`src/rtl/i2c_pkg.sv`:
```
// Shared states, bus constants and the majority helper for the I2C register-access target.
package i2c_pkg;

  typedef enum logic [3:0] {
    IDLE, ADDR, ADDR_ACK, PTR, PTR_ACK, WDATA, WDATA_ACK, RDATA, RDATA_ACK, IGNORE
  } state_e;

  localparam logic I2C_RW_READ  = 1'b1;
  localparam logic I2C_RW_WRITE = 1'b0;
  localparam logic ACK          = 1'b0;
  localparam logic NACK         = 1'b1;

  function automatic logic maj3(input logic a, input logic b, input logic c);
    return (a & b) | (a & c) | (b & c);
  endfunction

endpackage

```
`src/rtl/i2c_line_cond.sv`:
```
// SCL/SDA synchroniser with optional 3-sample majority filter (I2C_SLAVE_GLITCH_FILTER_EN),
// producing single-cycle SCL rise/fall and START/STOP strobes.
module i2c_line_cond
  import i2c_pkg::*;
#(
  parameter int SYNC_STAGES = 2
) (
  input  logic clk,
  input  logic rst,
  input  logic scl_i,
  input  logic sda_i,
  output logic sda_lvl_o,
  output logic scl_rise_o,
  output logic scl_fall_o,
  output logic start_o,
  output logic stop_o
);

  logic [SYNC_STAGES-1:0] scl_sync_q, sda_sync_q;
  logic                   scl_s, sda_s, scl_c, sda_c;
  logic                   scl_prv_q, sda_prv_q;

  always_ff @(posedge clk or posedge rst) begin
    if (rst) begin
      scl_sync_q <= '1;
      sda_sync_q <= '1;
      scl_prv_q  <= 1'b1;
      sda_prv_q  <= 1'b1;
    end else begin
      scl_sync_q <= {scl_sync_q[SYNC_STAGES-2:0], scl_i};
      sda_sync_q <= {sda_sync_q[SYNC_STAGES-2:0], sda_i};
      scl_prv_q  <= scl_c;
      sda_prv_q  <= sda_c;
    end
  end

  assign scl_s = scl_sync_q[SYNC_STAGES-1];
  assign sda_s = sda_sync_q[SYNC_STAGES-1];

`ifdef I2C_SLAVE_GLITCH_FILTER_EN
  // Vote over the newest sample and two held ones: one clk of latency, 1-clk spikes vanish.
  logic [1:0] scl_h_q, sda_h_q;

  always_ff @(posedge clk or posedge rst) begin
    if (rst) begin
      scl_h_q <= '1;
      sda_h_q <= '1;
    end else begin
      scl_h_q <= {scl_h_q[0], scl_s};
      sda_h_q <= {sda_h_q[0], sda_s};
    end
  end

  assign scl_c = maj3(scl_s, scl_h_q[0], scl_h_q[1]);
  assign sda_c = maj3(sda_s, sda_h_q[0], sda_h_q[1]);
`else
  assign scl_c = scl_s;
  assign sda_c = sda_s;
`endif

  assign sda_lvl_o  = sda_c;
  assign scl_rise_o = scl_c & ~scl_prv_q;
  assign scl_fall_o = ~scl_c & scl_prv_q;
  assign start_o    = scl_c & scl_prv_q & sda_prv_q & ~sda_c;
  assign stop_o     = scl_c & scl_prv_q & ~sda_prv_q & sda_c;

endmodule

```
`src/rtl/i2c_slave_regs.sv`:
```
// I2C target with 8-bit register pointer and byte-wide register port; open-drain SDA, no stretching.
// Build with I2C_SLAVE_GLITCH_FILTER_EN to add majority filtering on SCL/SDA.
module i2c_slave_regs
  import i2c_pkg::*;
#(
  parameter logic [6:0] SLAVE_ADDR  = 7'h50,
  parameter int         SYNC_STAGES = 2
) (
  input  logic       clk,
  input  logic       rst,
  input  logic       scl_i,
  input  logic       sda_i,
  output logic       sda_o,
  output logic       sda_oen,
  output logic [7:0] reg_addr,
  output logic [7:0] reg_wdata,
  output logic       reg_wr,
  output logic       reg_rd,
  input  logic [7:0] reg_rdata,
  output logic       busy,
  output logic       addr_hit
);

  logic sda_lvl, rise, fall, start_ev, stop_ev;

  i2c_line_cond #(.SYNC_STAGES(SYNC_STAGES)) u_line_cond (
    .clk       (clk),
    .rst       (rst),
    .scl_i     (scl_i),
    .sda_i     (sda_i),
    .sda_lvl_o (sda_lvl),
    .scl_rise_o(rise),
    .scl_fall_o(fall),
    .start_o   (start_ev),
    .stop_o    (stop_ev)
  );

  state_e     state_q, state_d;
  logic [3:0] bitcnt_q, bitcnt_d;
  logic [7:0] shift_q, shift_d, addr_q, addr_d, wdata_q, wdata_d, byte_in;
  logic       wr_q, wr_d, rd_q, rd_d, rd_ld_q, hit_q, hit_d, busy_q, busy_d;
  logic       oen_q, oen_d, rw_q, rw_d, ptr_done_q, ptr_done_d, rd_first_q, rd_first_d;

  always_ff @(posedge clk or posedge rst) begin
    if (rst) begin
      state_q    <= IDLE;
      bitcnt_q   <= '0;
      shift_q    <= '0;
      addr_q     <= '0;
      wdata_q    <= '0;
      wr_q       <= 1'b0;
      rd_q       <= 1'b0;
      rd_ld_q    <= 1'b0;
      hit_q      <= 1'b0;
      busy_q     <= 1'b0;
      oen_q      <= 1'b1;
      rw_q       <= I2C_RW_WRITE;
      ptr_done_q <= 1'b0;
      rd_first_q <= 1'b0;
    end else begin
      state_q    <= state_d;
      bitcnt_q   <= bitcnt_d;
      shift_q    <= shift_d;
      addr_q     <= addr_d;
      wdata_q    <= wdata_d;
      wr_q       <= wr_d;
      rd_q       <= rd_d;
      rd_ld_q    <= rd_q;
      hit_q      <= hit_d;
      busy_q     <= busy_d;
      oen_q      <= oen_d;
      rw_q       <= rw_d;
      ptr_done_q <= ptr_done_d;
      rd_first_q <= rd_first_d;
    end
  end

  always_comb begin
    state_d    = state_q;
    bitcnt_d   = bitcnt_q;
    shift_d    = shift_q;
    addr_d     = addr_q;
    wdata_d    = wdata_q;
    wr_d       = 1'b0;
    rd_d       = 1'b0;
    hit_d      = 1'b0;
    busy_d     = busy_q;
    oen_d      = oen_q;
    rw_d       = rw_q;
    ptr_done_d = ptr_done_q;
    rd_first_d = rd_first_q;
    byte_in    = {shift_q[6:0], sda_lvl};

    if (wr_q) addr_d = addr_q + 8'd1;
    // Read data lands two clks after reg_rd; the first byte's SCL fall has already passed, so drive now.
    if (rd_ld_q) begin
      shift_d = reg_rdata;
      if (rd_first_q) begin
        oen_d      = reg_rdata[7];
        shift_d    = {reg_rdata[6:0], 1'b0};
        bitcnt_d   = 4'd1;
        rd_first_d = 1'b0;
      end
    end

    if (stop_ev) begin
      state_d    = IDLE;
      busy_d     = 1'b0;
      oen_d      = 1'b1;
      rd_first_d = 1'b0;
    end else if (start_ev) begin
      state_d    = ADDR;
      busy_d     = 1'b1;
      oen_d      = 1'b1;
      bitcnt_d   = '0;
      rd_first_d = 1'b0;
      if (!busy_q) ptr_done_d = 1'b0;
    end else begin
      unique case (state_q)
        ADDR, PTR, WDATA: if (rise) begin
          shift_d  = byte_in;
          bitcnt_d = bitcnt_q + 4'd1;
          if (bitcnt_q == 4'd7) begin
            bitcnt_d = '0;
            if (state_q == ADDR) begin
              if (byte_in[7:1] == SLAVE_ADDR) begin
                hit_d   = 1'b1;
                rw_d    = byte_in[0];
                state_d = ADDR_ACK;
              end else begin
                state_d = IGNORE;
              end
            end else if (state_q == PTR) begin
              addr_d     = byte_in;
              ptr_done_d = 1'b1;
              state_d    = PTR_ACK;
            end else begin
              wdata_d = byte_in;
              wr_d    = 1'b1;
              state_d = WDATA_ACK;
            end
          end
        end
        // SDA is released on entry, so the first fall starts the ACK and the second ends it.
        ADDR_ACK, PTR_ACK, WDATA_ACK: if (fall) begin
          if (oen_q) begin
            oen_d = ACK;
          end else begin
            oen_d    = 1'b1;
            bitcnt_d = '0;
            if (state_q != ADDR_ACK) begin
              state_d = WDATA;
            end else if (rw_q == I2C_RW_READ) begin
              rd_d       = 1'b1;
              rd_first_d = 1'b1;
              state_d    = RDATA;
            end else begin
              state_d = ptr_done_q ? WDATA : PTR;
            end
          end
        end
        RDATA: if (fall) begin
          if (bitcnt_q == 4'd8) begin
            oen_d   = 1'b1;
            state_d = RDATA_ACK;
          end else begin
            oen_d    = shift_q[7];
            shift_d  = {shift_q[6:0], 1'b0};
            bitcnt_d = bitcnt_q + 4'd1;
          end
        end
        RDATA_ACK: if (rise) begin
          addr_d   = addr_q + 8'd1;
          bitcnt_d = '0;
          if (sda_lvl == ACK) begin
            rd_d    = 1'b1;
            state_d = RDATA;
          end else begin
            state_d = IGNORE;
          end
        end
        IGNORE:  oen_d = 1'b1;
        default: ;
      endcase
    end
  end

  assign sda_o     = 1'b0;
  assign sda_oen   = oen_q;
  assign reg_addr  = addr_q;
  assign reg_wdata = wdata_q;
  assign reg_wr    = wr_q;
  assign reg_rd    = rd_q;
  assign busy      = busy_q;
  assign addr_hit  = hit_q;

endmodule

```
`config.mk`:
```
export PLATFORM = sky130hd
export DESIGN_NAME = i2c_slave_regs
export DESIGN_NICKNAME = d
export VERILOG_FILES = /design/src/rtl/i2c_pkg.sv /design/src/rtl/i2c_line_cond.sv /design/src/rtl/i2c_slave_regs.sv
export SDC_FILE = /design/constraint.sdc
export NUM_CORES = 1
export LEC_CHECK = 0
export BUFFER_PORTS_ARGS = -buffer_cell sky130_fd_sc_hd__buf_2
export CORE_ASPECT_RATIO = 0.5
export CORE_UTILIZATION = 41
export DETAILED_ROUTE_END_ITERATION = 10
export HOLD_SLACK_MARGIN = 0.03
export SLEW_MARGIN = 20
export SYNTH_ARGS = -nofsm -noshare
export SYNTH_HDL_FRONTEND = slang
export SYNTH_SLANG_ARGS = --single-unit
```
`constraint.sdc`:
```
create_clock -name clk -period 1.9 [get_ports clk]
set_clock_uncertainty 0.2 [all_clocks]
set_input_delay 0.475 -clock clk [delete_from_list [all_inputs] [get_ports clk]]
set_output_delay 0.475 -clock clk [all_outputs]
set_load 0.1 [all_outputs]
```
==> run metrics <==
run status finished, violations left; failing checks setup timing; number of synthesized flops with an enable pin 0; area of the core 6231 sq um; met2 Resource Use GR 35.59%; final slew viol count 0; first drt pass iteration count 4; peak fanout along the critical path 5; Hold Path Depth 1; Storage cell area 1196 sq um; number of setup violations in the final report 15; fill cell total of the finished layout 498; count of port buffers added during placement 32; DRT Wirelength 7911 um; count of antenna-violating nets left after detailed routing 0; critical path class reg2reg; clock network latency to the later pin of the worst-skew pair 0.30 ns; total non-filler cell area in the finished layout 4050 sq um; wire per inst 16.62 um; PwrDens 1227 nW/um^2; startpoint of the worst hold path scl_i; area share of and/or/nand/nor cells after synthesis 23.20%; wire length of the first global-routing pass 11860 um; mux contribution to synthesized area 7.472%; pin count of the biggest net entering global routing 48; Initial Utilization 43.53%; type of element launching the critical path flop; maximum vdd drop 487.5 uV; layout net count 402; worst hold slack 0.07237 ns; path type of the worst min-delay path in2reg; global route hottest layer met2; library cell with the largest summed area after synthesis dfrtp_1; share of final-layout standard cells stronger than drive strength 1 51.03%; area share of xor/xnor cells in the synthesized design 0.9686%; main combinational cell family by area after synthesis simple AND/OR/NAND/NOR gates; top area cells in the synthesized netlist dfrtp_1 (37%), dfstp_2 (6.8%), nand2_1 (4.7%), o21ai_0 (4.4%), mux2_2 (4.2%); DP HPWL 5352 um; via count of the first global-routing pass 2349; required time at the endpoint of the critical path 1.89 ns; met1 track demand over resource 33.40%; setup slack on the worst flop-to-flop path -0.14 ns; average footprint of a synthesized cell 9.386 sq um; Peak Freq 490.1 MHz; placer congestion estimate 0.8771; clock tree from TritonCTS yes; multi-input logic area 1735 sq um; Top FF cell, synth dfrtp_1; Die Outline Area 6965 sq um; row count 20; post-route non-filler standard cell count 476; fraction of registers with async set or reset after synthesis 100.0%; post-DR vias/cell 5.496; maximum buffer depth of the clock tree 2; number of antenna repair diodes 0; period utilization 107.4%; cell types with the highest counts after synthesis dfrtp_1 (40), nand2_1 (34), o21ai_0 (24); CTS sink cnt 47; Post-DP Area 3442 sq um; Cell Count Post-Placement 454; TritonCTS buffer count 5; min Tclk post-route 2.040 ns; hold-critical path endpoint u_line_cond.scl_sync_q[0]; IO Count 34; met3 Track Usage GR 4.703%; Root Buffer clkbuf_16; terminus of the critical flop-to-flop path reg_addr[3]; worst r2r src state_q[0]; # Max-Cap Violations 0; number of distinct library cells after synthesis 61; Leak Pwr 1.786 nW; Yosys warning total 0; cells after synthesis 289; CTS H-tree lvls 2; global route total overflow 0; count of cells along the worst register-to-register path 6; synthesized flop and latch total 47; growth of design area from synthesis to finish 49.31%; least setup slack across all paths after layout -0.1404 ns; dominant cell by count in the synthesized netlist dfrtp_1; number of DRC violations after detailed-routing iteration 0 135; sequential cell area fraction in the yosys report 43.68%; antenna violations before repair 0; start point of the critical path state_q[0]; arithmetic-cell share of the synthesized area counting full adders, half adders and majority gates 1.384%; area share of the largest cell type after synthesis 36.90%; global routing usage summed across all routing layers 23.44%; synthesized-area fraction occupied by ao, oa, aoi and oai cells 19.00%; number of hold violations in the final report 0; final routed DRC violation total 0; Synthesized Nets 304; post-layout power 0.004969 W; Clock transition at path regs 0.07 ns; summed instance area of the synthesized netlist 2713 sq um; element type at the critical path end flop; CP Data Arrival Time 2.03 ns; total vias in the final route 2616; height of the die 59.52 um; unrepaired setup endpoints after global routing yes; die width 117.0 um
## cell usage in the layout, fill, tap and decap left out, types with 4 or more instances in the layout
master     netlist  final
nor3b_2          1      4
dfrtp_1         40     34
dfrtp_2          0      6
buf_12           0      4
o31ai_2          2      5
nand2_1         34     32
inv_1            8      7
and2_1           3      4
clkbuf_16        0      5
mux2_2          10      9
nor2_1          18     15
nand3_1         14     10
nor2b_1          8      4
a21oi_1          9      5
buf_4            2     66
a21oi_2          1      5
dfstp_2          7      6
mux2i_1          9      9
buf_6            0      5
o211ai_1         5      5
o21ai_0         24     22
buf_2            8     30
## sequential cells by signal, indices dropped and copies added (netlist names), 2 cells and up
register,flops
u_line_cond.sda_sync_q,2
u_line_cond.scl_sync_q,2
shift_q,8
bitcnt_q,4
reg_wdata,8
state_q,4
reg_addr,8
## metal layers
metal / part of all wire, % / up-vias
li1: - / 1247
met1: 47 / 1282
met2: 47 / 75
met3: 5.5 / 12
met4: 1.4 / 0
met5: 0 / -
## power breakdown
part	leakage (nW)	total (W)	switching (W)	internal [W]
Sequential	0.604	0.00133	0.000148	0.00118
Clock	0.0804	0.00105	0.000426	0.000626
Combinational	1.10	0.00259	0.00141	0.00118
Total	1.79	0.00497	0.00199	0.00298
## worst max-delay path: stages, from the launching register on
cell     delay (ns)
dfrtp_1        0.41
or4b_4         0.59
o21ai_2        0.13
nand3_2        0.13
nor3_4         0.25
buf_12         0.15
o31ai_4        0.07
## cell families (layout without fill, tap and decap cells)
family | after synthesis | after routing
and+or+nand+nor | 115 | 115
muxes | 19 | 19
DFF | 47 | 47
AOI/OAI and AO/OA | 76 | 76
xor gates and xnor gates | 3 | 3
other | 1 | 1
adders and majority gates | 3 | 3
buffers and inverters | 25 | 124
## area by class of cell
class                      count  area share (%)
sequential                    47           29.53
multi-input combinational    217           42.85
timing repair buffer         108           19.93
clock inverter                 3           1.143
inverter                       8          0.7414
tap                           88           2.719
clock buffer                   5           3.089
## stage by stage
stage               setup slack, ns  setup TNS, ns  util [%]
floorplan                  -0.03859        -0.1013         -
global placement           -0.07019        -0.8942     55.24
detailed placement          -0.1013         -1.246     55.24
CTS                        -0.09524        -0.6838     60.76
global route                -0.1669         -2.294     65.00
finish                      -0.1404         -1.237     65.00
## worst max path at each step
stage                  endpoint  slack, ns  cells past startpoint
floorplan           reg_addr[2]      -0.04                      6
global placement     state_q[0]      -0.07                      5
detailed placement  reg_addr[3]      -0.10                      5
CTS                  state_q[0]       -0.1                      5
global route        reg_addr[3]      -0.17                      6
finish              reg_addr[3]      -0.14                      6
## repair_timing
item | CTS | global route
hold buffers | 1 | 0
buffers inserted | 5 | 9
hold endpoints to repair | 40 | 0
cloned | 1 | 0
pin swaps | 16 | 30
resized for setup | 24 | 44
endpoints found under the setup margin | 25 | 26
Note: power is estimated with default switching activity, not from simulation.
